File: config.mk
export PLATFORM = sky130hd
export DESIGN_NAME = key_arpeggiator
export DESIGN_NICKNAME = d
export VERILOG_FILES = /design/src/rtl/key_arp_pkg.sv /design/src/rtl/key_arpeggiator_btn_debounce.sv /design/src/rtl/key_arpeggiator.sv
export SDC_FILE = /design/constraint.sdc
export NUM_CORES = 1
export LEC_CHECK = 0
export BUFFER_PORTS_ARGS = -buffer_cell sky130_fd_sc_hd__clkbuf_2
export CAP_MARGIN = 20
export CORE_MARGIN = 8
export CORE_UTILIZATION = 35
export CTS_BUF_LIST = sky130_fd_sc_hd__clkbuf_4 sky130_fd_sc_hd__clkbuf_8
export CTS_CLUSTER_DIAMETER = 200
export DETAILED_ROUTE_END_ITERATION = 6
export PLACE_DENSITY = 0.6
export SLEW_MARGIN = 25
export SYNTH_ARGS = -nofsm -noshare
export SYNTH_HDL_FRONTEND = slang
export SYNTH_SLANG_ARGS = --single-unit
File: constraint.sdc
create_clock -name clk -period 10.8 [get_ports clk]
set_clock_uncertainty 0.1 [all_clocks]
set_input_delay 0.54 -clock clk [delete_from_list [all_inputs] [get_ports clk]]
set_output_delay 0.54 -clock clk [all_outputs]
set_load 0.02 [all_outputs]
File: src/rtl/key_arp_pkg.sv
// Shared constants, direction type and set-bit search helpers for key_arpeggiator.
package key_arp_pkg;

  localparam int unsigned NUM_BTNS  = 5;
  localparam int unsigned BTN_LATCH = 0;
  localparam int unsigned BTN_CLEAR = 1;
  localparam int unsigned BTN_DIR   = 2;
  localparam int unsigned BTN_RND   = 4;

  localparam int unsigned MAX_KEYS = 64;

  typedef enum logic {
    DIR_UP   = 1'b0,
    DIR_DOWN = 1'b1
  } dir_t;

  localparam logic [15:0] LFSR_SEED = 16'hACE1;
  localparam logic [15:0] LFSR_TAPS = 16'hB400;

  // First set bit at or above start; wraps to the lowest set bit.
  // Bits above the real key count are zero, so no explicit width argument is needed.
  function automatic logic [5:0] find_up(input logic [MAX_KEYS-1:0] set,
                                         input int unsigned start);
    logic [5:0] above;
    logic [5:0] lowest;
    logic       hit_above;
    logic       hit_any;
    above     = '0;
    lowest    = '0;
    hit_above = 1'b0;
    hit_any   = 1'b0;
    for (int unsigned i = 0; i < MAX_KEYS; i++) begin
      if (set[i]) begin
        if (i >= start && !hit_above) begin
          above     = 6'(i);
          hit_above = 1'b1;
        end
        if (!hit_any) begin
          lowest  = 6'(i);
          hit_any = 1'b1;
        end
      end
    end
    find_up = hit_above ? above : lowest;
  endfunction

  // First set bit at or below start; wraps to the highest set bit.
  function automatic logic [5:0] find_down(input logic [MAX_KEYS-1:0] set,
                                           input int unsigned start);
    logic [5:0] below;
    logic [5:0] highest;
    logic       hit_below;
    below     = '0;
    highest   = '0;
    hit_below = 1'b0;
    for (int unsigned i = 0; i < MAX_KEYS; i++) begin
      if (set[i]) begin
        if (i <= start) begin
          below     = 6'(i);
          hit_below = 1'b1;
        end
        highest = 6'(i);
      end
    end
    find_down = hit_below ? below : highest;
  endfunction

endpackage

File: src/rtl/key_arpeggiator_btn_debounce.sv
// Two-flop synchroniser plus counter debouncer for one front-panel button.
module btn_debounce #(
  parameter int unsigned DEBOUNCE_CYCLES = 50000
) (
  input  logic clk,
  input  logic reset,
  input  logic raw,
  output logic level,
  output logic rise
);

  localparam int unsigned CW = $clog2(DEBOUNCE_CYCLES + 1);

  logic          sync1;
  logic          sync2;
  logic [CW-1:0] cnt;

  always_ff @(posedge clk) begin
    if (!reset) begin
      sync1 <= 1'b0;
      sync2 <= 1'b0;
      cnt   <= '0;
      level <= 1'b0;
      rise  <= 1'b0;
    end else begin
      sync1 <= raw;
      sync2 <= sync1;
      rise  <= 1'b0;
      if (sync2 == level) begin
        cnt <= '0;
      end else if (cnt == CW'(DEBOUNCE_CYCLES - 1)) begin
        level <= sync2;
        rise  <= sync2;
        cnt   <= '0;
      end else begin
        cnt <= cnt + 1'b1;
      end
    end
  end

endmodule

File: src/rtl/key_arpeggiator.sv
// Held-key set with chord or one-hot arpeggio output; debounced front-panel buttons.
// Optional random step order is enabled by defining ARP_RANDOM_EN.
module key_arpeggiator
  import key_arp_pkg::*;
#(
  parameter int unsigned NUM_KEYS        = 27,
  parameter int unsigned DEBOUNCE_CYCLES = 50000,
  parameter int unsigned STEP_CYCLES     = 2500000
) (
  input  logic                clk,
  input  logic                reset,
  input  logic [NUM_KEYS-1:0] key,
  input  logic [4:0]          btn,
  input  logic                mode_sw,
  output logic [NUM_KEYS-1:0] note,
  output logic                note_valid,
  output logic                step_pulse
);

  localparam int unsigned SW = $clog2(STEP_CYCLES);

  logic [NUM_KEYS-1:0] key_s1;
  logic [NUM_KEYS-1:0] key_s2;
  logic                mode_s1;
  logic                mode_s2;

  logic [NUM_BTNS-1:0] btn_level;
  logic [NUM_BTNS-1:0] btn_rise;
  logic                unused_btn;

  logic                latch_en;
  dir_t                dir;
  logic [NUM_KEYS-1:0] held;
  logic [5:0]          idx;
  logic [SW-1:0]       step_cnt;
  logic                fresh;

  logic                latch_en_n;
  dir_t                dir_n;
  logic [NUM_KEYS-1:0] held_n;
  logic [5:0]          idx_n;
  logic [SW-1:0]       step_cnt_n;
  logic                fresh_n;
  logic [NUM_KEYS-1:0] note_n;
  logic                step_pulse_n;
  logic                tick;
  logic [MAX_KEYS-1:0] held_x;

`ifdef ARP_RANDOM_EN
  logic                rnd_en;
  logic                rnd_en_n;
  logic [15:0]         lfsr;
  int unsigned         cand;
`endif

  for (genvar g = 0; g < NUM_BTNS; g++) begin : g_btn
    btn_debounce #(
      .DEBOUNCE_CYCLES(DEBOUNCE_CYCLES)
    ) u_db (
      .clk  (clk),
      .reset(reset),
      .raw  (btn[g]),
      .level(btn_level[g]),
      .rise (btn_rise[g])
    );
  end

  // Levels and the reserved button are not part of the note path.
`ifdef ARP_RANDOM_EN
  assign unused_btn = &{1'b0, btn_level, btn_rise[3]};
`else
  assign unused_btn = &{1'b0, btn_level, btn_rise[4:3]};
`endif

  assign held_x = MAX_KEYS'(held);
  assign tick   = (step_cnt == SW'(STEP_CYCLES - 1));

  always_comb begin
    latch_en_n   = latch_en;
    dir_n        = dir;
    held_n       = key_s2;
    idx_n        = idx;
    step_cnt_n   = '0;
    fresh_n      = fresh;
    note_n       = note;
    step_pulse_n = 1'b0;
`ifdef ARP_RANDOM_EN
    rnd_en_n     = rnd_en;
    cand         = 32'(lfsr) % NUM_KEYS;
    if (btn_rise[BTN_RND]) rnd_en_n = ~rnd_en;
`endif

    if (btn_rise[BTN_CLEAR])  held_n = '0;
    else if (latch_en)        held_n = held | key_s2;
    if (btn_rise[BTN_LATCH])  latch_en_n = ~latch_en;
    if (btn_rise[BTN_DIR])    dir_n = (dir == DIR_UP) ? DIR_DOWN : DIR_UP;

    if (!mode_s2) begin
      note_n  = held;
      fresh_n = 1'b1;
    end else begin
      step_cnt_n = tick ? '0 : step_cnt + 1'b1;
      if (tick) begin
        if (held == '0) begin
          note_n  = '0;
          fresh_n = 1'b1;
        end else begin
          if (fresh)
            idx_n = (dir == DIR_UP) ? find_up(held_x, 0) : find_down(held_x, NUM_KEYS - 1);
          else if (dir == DIR_UP)
            idx_n = find_up(held_x, 32'(idx) + 1);
          else
            idx_n = find_down(held_x, (idx == '0) ? NUM_KEYS - 1 : 32'(idx) - 1);
`ifdef ARP_RANDOM_EN
          if (rnd_en) idx_n = find_up(held_x, cand);
`endif
          fresh_n      = 1'b0;
          step_pulse_n = 1'b1;
          for (int unsigned i = 0; i < NUM_KEYS; i++)
            note_n[i] = (idx_n == 6'(i));
        end
      end
    end
  end

  always_ff @(posedge clk) begin
    if (!reset) begin
      key_s1     <= '0;
      key_s2     <= '0;
      mode_s1    <= 1'b0;
      mode_s2    <= 1'b0;
      latch_en   <= 1'b0;
      dir        <= DIR_UP;
      held       <= '0;
      idx        <= '0;
      step_cnt   <= '0;
      fresh      <= 1'b1;
      note       <= '0;
      note_valid <= 1'b0;
      step_pulse <= 1'b0;
`ifdef ARP_RANDOM_EN
      rnd_en     <= 1'b0;
      lfsr       <= LFSR_SEED;
`endif
    end else begin
      key_s1     <= key;
      key_s2     <= key_s1;
      mode_s1    <= mode_sw;
      mode_s2    <= mode_s1;
      latch_en   <= latch_en_n;
      dir        <= dir_n;
      held       <= held_n;
      idx        <= idx_n;
      step_cnt   <= step_cnt_n;
      fresh      <= fresh_n;
      note       <= note_n;
      note_valid <= |note_n;
      step_pulse <= step_pulse_n;
`ifdef ARP_RANDOM_EN
      rnd_en     <= rnd_en_n;
      lfsr       <= (lfsr >> 1) ^ (lfsr[0] ? LFSR_TAPS : 16'h0000);
`endif
    end
  end

endmodule

After elaboration in Yosys (flattened, before gate mapping):

Cells that the tools add are included.

* word-level logic and storage cells: 1209
* output and inout port bits: 29
* input bits: 35
* register bits after elaboration: 203

* order comparisons: 54
* add/subtract/negate cells: 6
* muxes and demuxes: 1007
* reductions and logical operators: 70
* bitwise logic cells: 11
* equal/unequal tests: 33

Operators with widths (count)
* 6-bit two-way mux: 385
* 1-bit two-way mux: 617
* 5-bit by 32-bit <= comparator with 1-bit output, first input constant: 11
* 4-bit by 32-bit <= comparator with 1-bit output, first input constant: 8
* 3-bit by 32-bit <= comparator with 1-bit output, first input constant: 4
* 27-bit two-way mux: 4
* 5-bit by 7-bit greater-or-equal comparator with 1-bit output, first input constant: 11
* 6-bit by 5-bit == test with 1-bit output, second input constant: 11
* 1-bit by 32-bit <= comparator with 1-bit output, first input constant: 2
* 2-bit by 32-bit <= comparator with 1-bit output, first input constant: 2
* 4-bit by 7-bit greater-or-equal comparator with 1-bit output, first input constant: 8
* 16-bit by 1-bit adder with 16-bit output, second input constant: 3
* 16-bit == test, second input constant: 3
* 6-bit by 4-bit == test with 1-bit output, second input constant: 8
* 32-bit two-way mux: 1
* 3-bit by 7-bit greater-or-equal comparator with 1-bit output, first input constant: 4
* 27-bit zero test: 1
* 27-bit bitwise OR: 1
* 27-bit OR reduction: 1
* 1-bit logical AND: 26
* 1-bit zero test: 26
* 6-bit by 3-bit == test with 1-bit output, second input constant: 4
* 22-bit by 1-bit adder with 22-bit output, second input constant: 1
* 22-bit == test, second input constant: 1
* other kinds (13): 38

Longest topological paths before layout:

* word-level depth: 254
* mapped depth: 19
* mapped depth without buffers: 14

Modules after synthesis:

Synthesis repeated with hierarchy kept, for this count alone.

* cells, all modules: 1416
* area total of the unflattened synthesis: 11189.5 sq um

Modules (own cells, without submodules)
* key_arpeggiator: area an instance 8614.5 sq um, cells each 1143, seq. area each 2842.7 sq um, instances 1
* btn_debounce: area an instance 858.3 sq um, cells each 91, seq. area each 400.4 sq um, instances 3

Least setup slack after synthesis:

OpenSTA, ideal clock, no wires.

* path kind: flip-flop to flip-flop
* start point: register idx[0]
* end point: register note_valid
* setup slack: 6.379 ns
* buffers on the path: 3
* period minus slack after synthesis: 4.421 ns
* data required time: 10.575 ns
* cell stages (with the launch flop): 18
* setup time: 0.125 ns
* data arrival time: 4.196 ns
* path through: dfxtp_1 -> buf_2 -> buf_2 -> inv_1 -> ha_1 -> clkbuf_1 -> or4b_1 -> nand2_1 -> nor3_1 -> o21ai_0 -> nand4_1 -> or4_4 -> nor2_4 -> nor3_1 -> a2111oi_4 -> inv_1 -> a41o_1 -> o41a_1

* longest elaborated chain between the ends: 254
* elaborated cells between the ends (all ways): 665
* classes of those cells: 2 x add/sub; 54 x order compare; 26 x eq/ne; 528 x mux; 55 x reduce/logical

RTL lines
* from (decl): RTL line key_arpeggiator.sv:34 `logic [5:0] idx;`
* from (signal assigned): RTL line key_arpeggiator.sv:153 `idx <= idx_n;`
* 6-bit by 1-bit adder with 7-bit output: RTL line key_arpeggiator.sv:111 `idx_n = find_up(held_x, 32'(idx) + 1);`
* 1-bit by 7-bit greater-or-equal comparator with 1-bit output: RTL line key_arp_pkg.sv:34 `if (i >= start && !hit_above) begin`
* 1-bit two-way mux: RTL line key_arp_pkg.sv:34
* 1-bit two-way mux: RTL line key_arp_pkg.sv:33 `if (set[i]) begin`
* 1-bit two-way mux: RTL line key_arpeggiator.sv:110 `else if (dir == DIR_UP)`
* 1-bit two-way mux: RTL line key_arpeggiator.sv:108 `if (fresh)`
* 1-bit two-way mux: RTL line key_arpeggiator.sv:104 `if (held == '0) begin`
* 1-bit two-way mux: RTL line key_arpeggiator.sv:103 `if (tick) begin`
* [238 not listed]
* 6-bit two-way mux (*): RTL line key_arpeggiator.sv:104
* 6-bit two-way mux (*): RTL line key_arpeggiator.sv:103
* 6-bit two-way mux (*): RTL line key_arpeggiator.sv:98 `if (!mode_s2) begin`
* 6-bit by 1-bit == test with 1-bit output, or another cell as far along: RTL line key_arpeggiator.sv:120 `note_n[i] = (idx_n == 6'(i));`
* 27-bit two-way mux (*): RTL line key_arpeggiator.sv:104
* 27-bit two-way mux (*): RTL line key_arpeggiator.sv:103
* 27-bit two-way mux (*): RTL line key_arpeggiator.sv:98
* 27-bit OR reduction (*): RTL line key_arpeggiator.sv:157 `note_valid <= |note_n;`
* to (signal assigned): RTL line key_arpeggiator.sv:157
* to (decl): RTL line key_arpeggiator.sv:16 `output logic note_valid,`

Every way passes the cells marked *; elsewhere a longest branch is shown, timed or not. The select of a mux whose other input is x is not followed.
A chain may end at the register's enable or synchronous reset.

Worst setup path after layout:

* start point: register idx[1]
* end point: register note_valid

Same word-level chain as after synthesis.

==> results.env <==
HOLDCRITPATHCLASS='input port to flop'
CTS-ROOT-TO-SINK-BUFFERS=3
SYNTH_FLOP_CELL='sky130_fd_sc_hd__dfxtp_1'
PLACE_HPWL_UM=22500
GLOBAL_ROUTE_WIRE_LENGTH_BEFORE_REPAIR_UM=49900
DRT_PASS1_ITERATIONS=5
SYNTH_LARGEST_TYPE_AREA_FRACTION_PCT=38.0
SLOWEST_DELAY_NS=0.79
FLOORPLAN.DIE.HEIGHT_UM=190
SYNTH.TOP_CELLS.BY_AREA='sky130_fd_sc_hd__dfxtp_1 38%, sky130_fd_sc_hd__nor2_1 6.5%, sky130_fd_sc_hd__and2_1 5.1%, sky130_fd_sc_hd__o21ai_0 4.3%, sky130_fd_sc_hd__nand2_1 3.9%'
FILLER_CELL_COUNT=3181
FINALSETUPVIOLCOUNT=0
CTS_RESIZED=0
NETLIST.TOP_CELL.BY_AREA='sky130_fd_sc_hd__dfxtp_1'
TIMING.CRITICAL_PATH.BUF_INV=1
TIMING.SETUP.TNS_NS=0
WORSTPATHCELLLIST='inv_1, ha_1, nor2b_1, or2_2, o2111a_1, a211oi_1, nand4bb_1, or3_1, nand2_1, a2bb2oi_1, a311oi_2, nand2_1, o211ai_1, o41a_1'
SLOWEST_STAGE='sky130_fd_sc_hd__ha_1'
BUFFER_PORTS.INSERTED=61
MIN_PERIOD_OVER_PERIOD_PCT=52.5
GRTUSAGETOTAL_PCT=16.9
COREAREA_UM2=30300
POWER.IR.VDD_WORST_mV=0.126
YOSYS_REGISTER_BITS=202
STATUS='completed'
HOLD_VIOL_FINAL=0
CTSHOLDBUFFERS=0
SYN_AREA_UM2=10600
CP_TOP_FAMILY='simple AND/OR/NAND/NOR gates'
ANTENNA_CELLS_INSERTED=0
ROW_COUNT=64
MAX-CAP-VIOLATIONS=0
CP-END-KIND='flop'
HOLD_WS_NS=0.121
VIAS=9800
MAPPEDNETLISTNETS=1392
UTILIZATION_PCT=39.4
ROOT_BUFFER_CELL='sky130_fd_sc_hd__clkbuf_8'
DIE_X_UM=190
CRIT_PATH_START_KIND='flop'
TOTALPOWERFINAL_mW=1.66
RSZ0062_AT_GRT='no'
SLEW_VIOL_FINAL=0
FLOORPLAN.IO_PINS=64
CP_DATA_REQUIRED_TIME_NS=11.14
PIN_COUNT_OF_THE_BIGGEST_NET_ENTERING_GLOBAL_ROUTING=69
CLK_PIN_SLEW_WORST_PATHS_NS=0.06
SLEW_HEADROOM_PCT=33.9
NUMBER_OF_ANTENNA_VIOLATIONS_AT_THE_FIRST_CHECK_IN_GLOBAL_ROUTING=0
CRITICAL_PATH_PEAK_FANOUT=20
SEQ_AREA_UM2=4050
FMAX_MHz=176
AREA_GROWTH_SYN_TO_LAYOUT_PCT=12.1
MULTIINPUTGATEAREA_UM2=6120
CP.ARRIVAL_NS=6.01
DR.FIRST_ITER.DRC_COUNT=806
TIGHTESTPINTRANSITION_NS=0.992
CRIT_PATH_FREQUENT_CELL='sky130_fd_sc_hd__nand2_1'
POST_SYNTH_MOST_FREQUENT_CELLS='202 x sky130_fd_sc_hd__dfxtp_1, 184 x sky130_fd_sc_hd__nor2_1, 111 x sky130_fd_sc_hd__nand2_1, 92 x sky130_fd_sc_hd__o21ai_0, 86 x sky130_fd_sc_hd__and2_1'
AVG_INST_SIZE_SYNTH_UM2=7.89
GRT_PASS1_VIAS=9233
CLOCK_INSERTION_DELAY_WORST_SKEW_NS=0.52
NUMBER_OF_DISTINCT_LIBRARY_CELLS_AFTER_SYNTHESIS=87
GR-TOTAL-OVERFLOW=0
TRITONCTS='built'
TOTAL_POWER_DIVIDED_BY_CELL_AREA_nW_PER_UM2=139
FINALNETCOUNT=1422
ROUTE.DETAILED.DRC=0
NUMBER_OF_SYNTHESIZED_FLOPS_WITH_AN_ENABLE_PIN=0
YOSYS.CELL_COUNT.TOP_TYPE='sky130_fd_sc_hd__dfxtp_1'
WL_PER_CELL_UM=17.4
FRACTION_OF_FINAL_LAYOUT_CELLS_WITH_DRIVE_STRENGTH_GREATER_THAN_1_PCT=11.3
POST_SYNTH_INST_COUNT=1348
FIN_CRIT_NS=5.67
CRITPATHKIND='flop to flop'
DIEAREA_UM2=36200
ANT_NETS=0
CTS_NUM_SINKS=202
ASYNC_FLOP_SHARE_PCT=0
INITIAL_UTILIZATION_PCT=35.1
YOSYS_WARNINGS=0
FINAL_WEIGHTED_CONGESTION_IN_ROUTABILITY_DRIVEN_PLACEMENT=0.939
FINALWIRELENGTH_UM=31200
POSTCTSSETUPBUFFERS=0
CTS_BUFFERS=34
HTREE_NUM_LEVELS=2
PORTION_OF_THE_POST_SYNTHESIS_AREA_USED_BY_SEQUENTIAL_ELEMENTS_PCT=38.0
VIAS_PER_CELL=5.45
LEAKAGE_POWER_TOTAL_nW=4.41
==> registers in the layout, indices dropped and copies added (netlist names) <==
name and count:
step_pulse 1, g_btn.u_db.sync1 3, g_btn.u_db.level 3, key_s2 27, latch_en 1, idx 5
held 27, mode_s1 1, dir 1, key_s1 27, note 27, note_valid 1
g_btn.u_db.sync2 3, step_cnt 22, mode_s2 1, fresh 1, g_btn.u_db.rise 3, g_btn.u_db.cnt 48
==> metrics by stage <==
stage | instances | instance area (um2) | setup WS (ns)
after floorplan | 1348 | 10600 | 6.38
after global placement | 1738 | 11200 | 5.39
after detailed placement | 1738 | 11200 | 5.34
after CTS | 1799 | 11900 | 5.33
after global routing | 1799 | 11900 | 4.88
final | 1799 | 11900 | 5.13
==> cells by family after synthesis <==
group / count (synthesis) / share of synthesized area, %
simple gates: 611 / 29.1
buf+inv: 114 / 4.48
flops: 202 / 38.0
fa+ha+maj: 9 / 1.06
mux: 9 / 0.859
xor+xnor: 65 / 5.35
compound gates: 338 / 21.2
==> placed cells by master, fill, tap and decap left out, drive strengths merged, types with 10 or more instances in the layout <==
cell type  instances
nand2b            13
o21a              24
or3               14
a211oi            10
inv               39
nor2             185
xnor2             32
clkbuf           113
nor2b             14
nand4             17
or4               10
o21ai             99
o211ai            15
or2               11
buf               11
nor3              29
dfxtp            202
o31ai             12
a31oi             15
a21oi             76
and3              13
xor2              33
nor4              18
nand3             64
nand2            111
and2              86
==> power breakdown <==
| part | switching, mW | internal (mW) | leakage (nW) |
|---|---|---|---|
| Clock | 0.303 | 0.420 | 0.394 |
| Sequential | 0.0168 | 0.762 | 1.65 |
| Combinational | 0.0960 | 0.0591 | 2.37 |
==> final cells by class <==
type	instances	share of cell area [%]
Sequential cell	202	33.9
Inverter	37	1.17
Timing Repair Buffer	71	3.19
Clock inverter	8	0.630
Multi-Input combinational cell	1032	51.3
Tap cell	396	4.16
Clock buffer	53	5.59
==> final timing paths <==
kind / start / end / slack, ns / cells after the start
worst max-delay path: idx[1] / note_valid / 5.13 / 14
worst min-delay path: btn[1] / g_btn[1].u_db.sync1 / 0.12 / 2
worst max register to register: idx[1] / note_valid / 5.13 / 14
worst min register to register: mode_s1 / mode_s2 / 0.33 / 1
==> routing by layer <==
metal	part of all wire (%)	vias to the layer above	GRT usage, %
met5	0	-	0
met4	3.7	0	7.10
met3	6.8	78	2.65
met2	45	402	26.7
met1	45	4464	22.6
li1	-	4856	-
Power figures use the tool's default switching activity.
